===== src/rtl/psram_bus_sequencer_if.sv =====
// System-bus side of the PSRAM sequencer: one request in flight, completion pulse on bus_ready.
// The master holds every request field stable until it sees bus_ready.
interface psram_bus_sequencer_if;
   logic        bus_valid;
   logic        bus_we;
   logic [23:0] bus_addr;
   logic [1:0]  bus_size;
   logic [31:0] bus_wdata;
   logic [31:0] bus_rdata;
   logic        bus_ready;

   modport master (
      output bus_valid, bus_we, bus_addr, bus_size, bus_wdata,
      input  bus_rdata, bus_ready
   );

   modport slave (
      input  bus_valid, bus_we, bus_addr, bus_size, bus_wdata,
      output bus_rdata, bus_ready
   );
endinterface


===== src/rtl/psram_bus_sequencer.sv =====
// Front end for the QSPI/QPI PSRAM controller: runs the power-up command sequence, then turns
// single bus requests into QPI quad-read (EBh) / quad-write (38h) controller transactions.
module psram_bus_sequencer #(
   parameter int INIT_DELAY = 15000,
   parameter int RD_WAIT    = 6,
   parameter int GAP_CYCLES = 2
) (
   input  logic                        clk,
   input  logic                        rst_n,
   psram_bus_sequencer_if.slave        bus,
   output logic                        init_done,
   output logic [23:0]                 psram_addr,
   output logic [31:0]                 psram_wdata,
   input  logic [31:0]                 psram_rdata,
   output logic [2:0]                  psram_size,
   output logic                        psram_start,
   input  logic                        psram_done,
   output logic [3:0]                  psram_wait,
   output logic [7:0]                  psram_cmd,
   output logic                        psram_rd_wr,
   output logic                        psram_qspi,
   output logic                        psram_qpi,
   output logic                        psram_short
);

   typedef enum logic [2:0] {
      S_POR_WAIT,
      S_INIT_CMD,
      S_INIT_XFER,
      S_INIT_GAP,
      S_IDLE,
      S_XFER,
      S_GAP
   } state_t;

   localparam logic [31:0] DLY_LAST = 32'(INIT_DELAY - 1);
   localparam logic [31:0] GAP_LAST = 32'(GAP_CYCLES - 1);
   localparam logic [7:0]  CMD_RD   = 8'hEB;
   localparam logic [7:0]  CMD_WR   = 8'h38;

   state_t      r_state;
   logic [31:0] r_cnt;
   logic [1:0]  r_idx;
   logic        r_init_done;
   logic [31:0] r_rdata;
   logic        r_ready;
   logic [23:0] r_addr;
   logic [31:0] r_wdata;
   logic [2:0]  r_size;
   logic        r_start;
   logic [3:0]  r_wait;
   logic [7:0]  r_cmd;
   logic        r_rd_wr;
   logic        r_qpi;
   logic        r_short;

   logic [2:0]  w_wr_size;
   logic [31:0] w_wr_data;

   // Power-up order: reset-enable, reset, enter-QPI.
   function automatic logic [7:0] init_cmd(input logic [1:0] idx);
      case (idx)
         2'd0:    return 8'h66;
         2'd1:    return 8'h99;
         default: return 8'h35;
      endcase
   endfunction

   // NOTE: every variable written in always_comb gets a default first, so no latch is inferred.
   always_comb begin
      w_wr_size = 3'd4;
      case (bus.bus_size)
         2'd0:    w_wr_size = 3'd1;
         2'd1:    w_wr_size = 3'd2;
         default: w_wr_size = 3'd4;
      endcase
   end

   // Lane-replicated bus data is shifted so the addressed byte lands in bits [7:0].
   assign w_wr_data = bus.bus_wdata >> {bus.bus_addr[1:0], 3'b000};

   // NOTE: state and outputs update with non-blocking assignments only; start and ready
   // default low each cycle so they can only ever be single-cycle pulses.
   always_ff @(posedge clk or negedge rst_n) begin
      if (!rst_n) begin
         r_state     <= S_POR_WAIT;
         r_cnt       <= '0;
         r_idx       <= '0;
         r_init_done <= 1'b0;
         r_rdata     <= '0;
         r_ready     <= 1'b0;
         r_addr      <= '0;
         r_wdata     <= '0;
         r_size      <= 3'd4;
         r_start     <= 1'b0;
         r_wait      <= '0;
         r_cmd       <= '0;
         r_rd_wr     <= 1'b0;
         r_qpi       <= 1'b0;
         r_short     <= 1'b0;
      end else begin
         r_start <= 1'b0;
         r_ready <= 1'b0;
         case (r_state)
            S_POR_WAIT: begin
               if (r_cnt == DLY_LAST) begin
                  r_cnt   <= '0;
                  r_start <= 1'b1;
                  r_cmd   <= init_cmd(r_idx);
                  r_short <= 1'b1;
                  r_qpi   <= 1'b0;
                  r_rd_wr <= 1'b0;
                  r_wait  <= '0;
                  r_state <= S_INIT_CMD;
               end else begin
                  r_cnt <= r_cnt + 32'd1;
               end
            end
            S_INIT_CMD: r_state <= S_INIT_XFER;
            S_INIT_XFER: begin
               if (psram_done) begin
                  r_cnt   <= '0;
                  r_state <= S_INIT_GAP;
               end
            end
            S_INIT_GAP: begin
               if (r_cnt == GAP_LAST) begin
                  r_cnt <= '0;
                  r_idx <= r_idx + 2'd1;
                  if (r_idx == 2'd2) begin
                     r_init_done <= 1'b1;
                     r_qpi       <= 1'b1;
                     r_state     <= S_IDLE;
                  end else begin
                     r_start <= 1'b1;
                     r_cmd   <= init_cmd(r_idx + 2'd1);
                     r_state <= S_INIT_CMD;
                  end
               end else begin
                  r_cnt <= r_cnt + 32'd1;
               end
            end
            S_IDLE: begin
               if (bus.bus_valid && r_init_done) begin
                  r_start <= 1'b1;
                  r_short <= 1'b0;
                  r_state <= S_XFER;
                  if (bus.bus_we) begin
                     r_cmd   <= CMD_WR;
                     r_rd_wr <= 1'b0;
                     r_wait  <= '0;
                     r_addr  <= bus.bus_addr;
                     r_size  <= w_wr_size;
                     r_wdata <= w_wr_data;
                  end else begin
                     r_cmd   <= CMD_RD;
                     r_rd_wr <= 1'b1;
                     r_wait  <= 4'(RD_WAIT);
                     r_addr  <= {bus.bus_addr[23:2], 2'b00};
                     r_size  <= 3'd4;
                  end
               end
            end
            S_XFER: begin
               // Only the first done cycle counts; a second one lands in GAP and is ignored.
               if (psram_done) begin
                  if (r_rd_wr) r_rdata <= psram_rdata;
                  r_ready <= 1'b1;
                  r_cnt   <= '0;
                  r_state <= S_GAP;
               end
            end
            S_GAP: begin
               if (r_cnt == GAP_LAST) begin
                  r_cnt   <= '0;
                  r_state <= S_IDLE;
               end else begin
                  r_cnt <= r_cnt + 32'd1;
               end
            end
            default: r_state <= S_POR_WAIT;
         endcase
      end
   end

   assign bus.bus_rdata = r_rdata;
   assign bus.bus_ready = r_ready;
   assign init_done     = r_init_done;
   assign psram_addr    = r_addr;
   assign psram_wdata   = r_wdata;
   assign psram_size    = r_size;
   assign psram_start   = r_start;
   assign psram_wait    = r_wait;
   assign psram_cmd     = r_cmd;
   assign psram_rd_wr   = r_rd_wr;
   assign psram_qspi    = 1'b0;
   assign psram_qpi     = r_qpi;
   assign psram_short   = r_short;

endmodule


===== src/flat_wrapper.sv =====
// flat-port wrapper written by rule: the top's interface ports become plain ports
module psram_bus_sequencer_flat 
#(
   parameter int INIT_DELAY = 15000,
   parameter int RD_WAIT    = 6,
   parameter int GAP_CYCLES = 2
)
  (clk, rst_n, init_done, psram_addr, psram_wdata, psram_rdata, psram_size, psram_start, psram_done, psram_wait, psram_cmd, psram_rd_wr, psram_qspi, psram_qpi, psram_short, bus_bus_valid, bus_bus_we, bus_bus_addr, bus_bus_size, bus_bus_wdata, bus_bus_rdata, bus_bus_ready);
  psram_bus_sequencer_if bus_i ();
  input  logic clk;
  input  logic rst_n;
  output logic init_done;
  output logic [23:0] psram_addr;
  output logic [31:0] psram_wdata;
  input  logic [31:0] psram_rdata;
  output logic [2:0] psram_size;
  output logic psram_start;
  input  logic psram_done;
  output logic [3:0] psram_wait;
  output logic [7:0] psram_cmd;
  output logic psram_rd_wr;
  output logic psram_qspi;
  output logic psram_qpi;
  output logic psram_short;
  input wire logic [$bits(bus_i.bus_valid)-1:0] bus_bus_valid;
  input wire logic [$bits(bus_i.bus_we)-1:0] bus_bus_we;
  input wire logic [$bits(bus_i.bus_addr)-1:0] bus_bus_addr;
  input wire logic [$bits(bus_i.bus_size)-1:0] bus_bus_size;
  input wire logic [$bits(bus_i.bus_wdata)-1:0] bus_bus_wdata;
  output wire logic [$bits(bus_i.bus_rdata)-1:0] bus_bus_rdata;
  output wire logic [$bits(bus_i.bus_ready)-1:0] bus_bus_ready;
  assign bus_i.bus_valid = bus_bus_valid;
  assign bus_i.bus_we = bus_bus_we;
  assign bus_i.bus_addr = bus_bus_addr;
  assign bus_i.bus_size = bus_bus_size;
  assign bus_i.bus_wdata = bus_bus_wdata;
  assign bus_bus_rdata = bus_i.bus_rdata;
  assign bus_bus_ready = bus_i.bus_ready;
  psram_bus_sequencer #(.INIT_DELAY(INIT_DELAY), .RD_WAIT(RD_WAIT), .GAP_CYCLES(GAP_CYCLES)) u_core (.clk(clk), .rst_n(rst_n), .bus(bus_i), .init_done(init_done), .psram_addr(psram_addr), .psram_wdata(psram_wdata), .psram_rdata(psram_rdata), .psram_size(psram_size), .psram_start(psram_start), .psram_done(psram_done), .psram_wait(psram_wait), .psram_cmd(psram_cmd), .psram_rd_wr(psram_rd_wr), .psram_qspi(psram_qspi), .psram_qpi(psram_qpi), .psram_short(psram_short));
endmodule

===== config.mk =====
export PLATFORM = sky130hd
export DESIGN_NAME = psram_bus_sequencer_flat
export DESIGN_NICKNAME = d
export VERILOG_FILES = /design/src/rtl/psram_bus_sequencer_if.sv /design/src/rtl/psram_bus_sequencer.sv /design/src/flat_wrapper.sv
export SDC_FILE = /design/constraint.sdc
export NUM_CORES = 1
export LEC_CHECK = 0
export BUFFER_PORTS_ARGS = -buffer_cell sky130_fd_sc_hd__buf_2
export CAP_MARGIN = 15
export CORE_UTILIZATION = 35
export DETAILED_ROUTE_END_ITERATION = 16
export SLEW_MARGIN = 20
export SYNTH_ARGS = -nofsm -noshare
export SYNTH_HDL_FRONTEND = slang
export SYNTH_SLANG_ARGS = --single-unit

===== constraint.sdc =====
create_clock -name clk -period 5.36 [get_ports clk]
set_clock_uncertainty 0.1 [all_clocks]
set_input_delay 0.268 -clock clk [delete_from_list [all_inputs] [get_ports clk]]
set_output_delay 0.268 -clock clk [all_outputs]
set_load 0.03 [all_outputs]

==> impl_metrics.yaml <==
critical_path:
  slowest_stage: "nand3_1"
  slowest_delay_ps: 820
  path_buf_inv: 2
  arrival_ps: 3490
  crit_family: "simple AND/OR/NAND/NOR gates"
  cp-start-kind: "register"
  endpoint_kind: "register"
  r2r-start: "u_core.r_state[2]"
  crit_type: "reg -> reg"
  reg2reg_to: "u_core.psram_size[0]"
  r2r_cells: 5
  reg2reg_slack_ps: 2130
  worstPathCellList: "inv_4 -> nor3_1 -> nand3_1 -> o41ai_1 -> dlygate4sd3_1"
  cp_max_fo: 28
  required_ps: 5620
power_and_ir_drop:
  p_leak_nw: 4.791
  peakVddDrop_v: 0.0002052
  power_density_nw_per_um2: 252.6
sta:
  rsz0062_at_grt: "no"
  post-route-period-util: 0.6028
  relSlewSlack: 0.2989
  worst_slew_pin_slew_ps: 1049
  report.final.slew_viol_count: 0
  final.min_clock_period_ps: 3231
  finalHoldViolCount: 0
  fmax_mhz: 309.5
  fin_setup_tns_ps: 0
  setup_viol: 0
placed_design:
  gp_congestion: 0.8041
  port_buffers: 201
  dpl_cell_area_um2: 8164
  post-dp-hpwl_um: 11910
cts:
  ctsResizeCount: 0
  cts_buffers: 17
  htreeDepth: 4
  clk_pin_slew_ps: 70
  clockBufferDepth: 2
  clock-sinks: 141
  cts_setup_buffers: 0
  root_buffer: "clkbuf_16"
  insertion_delay_ps: 420
  cts_tree: "done"
route:
  drc: 0
  drtIter0Drc: 294
  wl_per_cell_um: 14.74
  vias: 5988
  dr.pass1.iters: 5
  vias_per_cell: 4.932
  drt_wl_total_um: 17890
  ant_nets: 0
synthesis:
  synth_area_leader_cell: "dfrtp_1"
  ys.flop_type: "dfrtp_1"
  async_reset_ff_frac: 1.000
  netlist_area_um2: 7000
  netlist-cell-type-count: 69
  synth-seq-area-share: 0.5042
  ys_warn_count: 0
  synth_top_cell_area_share: 0.5004
  synth_cells: 694
  synth_edf_count: 0
  syn_area_per_cell_um2: 10.09
  synth.area.top_cells: "dfrtp_1 (50%), mux2_2 (7.6%), nand2_1 (7.5%)"
  synth-seq-cells: 141
global_routing:
  groute.usage.overall: 0.1736
  grt_pass1_wl_um: 28280
  grt_max_degree: 91
  antenna_found_initial: 0
  gr-total-overflow: 0
  grt_pass1_vias: 5656
die:
  core_area_um2: 19530
  ios: 205
  die_w_um: 143.4
  start_util: 0.3585
  die-area_um2: 20570
  rows: 51
  fp.dieH_um: 143.4
cells_and_area:
  layout.nets: 1040
  multi_input_area_um2: 3183
  diodes: 0
  seq_area_um2: 3530
  stdcell_area_um2: 9351
  n_fill_cell: 1839
  drive_gt1_frac: 0.3193
  area_delta_synth_final_pct: 33.58
min_path:
  hold-path-cell-count: 3
  worstHoldStart: "bus_bus_wdata[27]"
  hold_path_class: "in -> reg"
  holdPathEnd: "u_core.psram_wdata[27]"
status:
  status: "finished clean"
run:
  drv_cap: 0
logic make-up (layout without fill, tap and decap cells):
family | count (synthesis) | in the layout | share of synthesized area
AND/OR/NAND/NOR | 272 | 272 | 0.1841
flip-flops | 141 | 141 | 0.5042
AO/OA/AOI/OAI | 121 | 121 | 0.1219
multiplexers | 67 | 67 | 0.1042
buffers and inverters | 62 | 315 | 0.04272
XOR/XNOR | 21 | 21 | 0.02627
adder cells (fa/ha/maj) | 9 | 9 | 0.01609
other | 1 | 3 | 0.0005357
layout by cell type, fill, tap and decap left out, types with 6 or more instances in the layout:
cell type,count
nand2_1,139
inv_1,14
and3_1,6
xnor2_1,20
o31ai_1,13
nand4_1,12
buf_4,6
nor4_1,9
mux2i_1,19
nor2b_1,11
clkbuf_16,17
a211oi_1,15
buf_2,200
a21oi_1,31
dfrtp_1,140
mux2_2,47
nor2_1,37
ha_1,9
dlygate4sd3_1,59
o21ai_0,29
nand3_1,19
routing by layer:
layer  vias up  GRT usage  share of wire
met5         -          0              0
met3        19    0.04199          0.061
met1      2866     0.2219           0.45
li1       2914          -              -
met2       189     0.2851           0.48
met4         0    0.06215          0.014
cell usage after synthesis, types with 3 or more instances:
| cell | number |
|---|---|
| nor3_1 | 5 |
| mux2_2 | 47 |
| a2111oi_4 | 3 |
| ha_1 | 9 |
| buf_4 | 7 |
| a211oi_1 | 15 |
| a21oi_1 | 31 |
| clkbuf_1 | 17 |
| nand4_1 | 12 |
| and3_1 | 6 |
| or4_1 | 5 |
| inv_1 | 14 |
| xnor2_1 | 20 |
| buf_6 | 3 |
| nor2_1 | 37 |
| or3_1 | 4 |
| o31ai_1 | 13 |
| buf_1 | 7 |
| and4_1 | 5 |
| and2_1 | 5 |
| a2111oi_0 | 4 |
| dfrtp_1 | 140 |
| mux2i_1 | 20 |
| nor4_1 | 9 |
| o22ai_1 | 3 |
| nor2b_1 | 11 |
| nand3_1 | 19 |
| buf_2 | 11 |
| o21ai_0 | 29 |
| nand2_1 | 139 |
tightest hold or removal path, stage by stage:
cell and delay [ps]:
buf_2 120, nand2_1 60, o21ai_0 70
area by class of cell:
type | count | area share
tap | 265 | 0.03546
sequential | 141 | 0.3774
inverter | 16 | 0.006690
clock inverter | 14 | 0.01632
clock buffer | 18 | 0.04589
multi-input combinational | 493 | 0.3404
timing repair buffer | 267 | 0.1778
report_power, final:
group / switching, mW / leakage, nW / internal [mW]
Sequential: 0 / 1.93 / 1.06
Combinational: 0.0671 / 2.58 / 0.0664
Clock: 0.506 / 0.281 / 0.659
Total: 0.573 / 4.79 / 1.79
metrics by stage:
stage / utilization / power [mW] / setup WS [ps] / instances / hold WS, ps
2_1_floorplan: - / 1.119 / 3311 / 696 / -127.6
4_1_cts: 0.4781 / 2.403 / 2079 / 1213 / 14.42
5_1_grt: 0.4789 / 2.461 / 1927 / 1214 / 32.40
3_3_place_gp: 0.4181 / 1.186 / 2496 / 1122 / 316.8
3_5_place_dp: 0.4181 / 1.186 / 2440 / 1122 / 312.6
6_report: 0.4789 / 2.362 / 2129 / 1214 / 30.54
state kept, by name, indices dropped and copies added (netlist names), 2 cells and up:
register and cells:
u_core.r_cnt 32, u_core.r_idx 2, u_core.psram_addr 24, u_core.psram_cmd 7, u_core.bus.bus_rdata 32, u_core.r_state 3, u_core.psram_wdata 32, u_core.psram_size 3
how the worst max path moves through the flow:
stage                      start               endpoint  slack, ps  cells past startpoint
2_1_floorplan  u_core.r_state[0]  u_core.psram_wdata[6]       3310                      7
3_3_place_gp   u_core.r_state[0]        u_core.r_cnt[8]       2500                      6
3_5_place_dp   u_core.r_state[0]        u_core.r_cnt[8]       2440                      6
4_1_cts        u_core.r_state[2]   u_core.psram_size[0]       2080                      5
5_1_grt        u_core.r_state[2]   u_core.psram_size[0]       1930                      5
6_report       u_core.r_state[2]   u_core.psram_size[0]       2130                      5
repair_timing:
action | in CTS | in global routing
endpoints found under the hold margin | 146 | 0
hold buffers | 59 | 0
endpoints found under the setup margin | 0 | 0
Power figures use the tool's default switching activity.
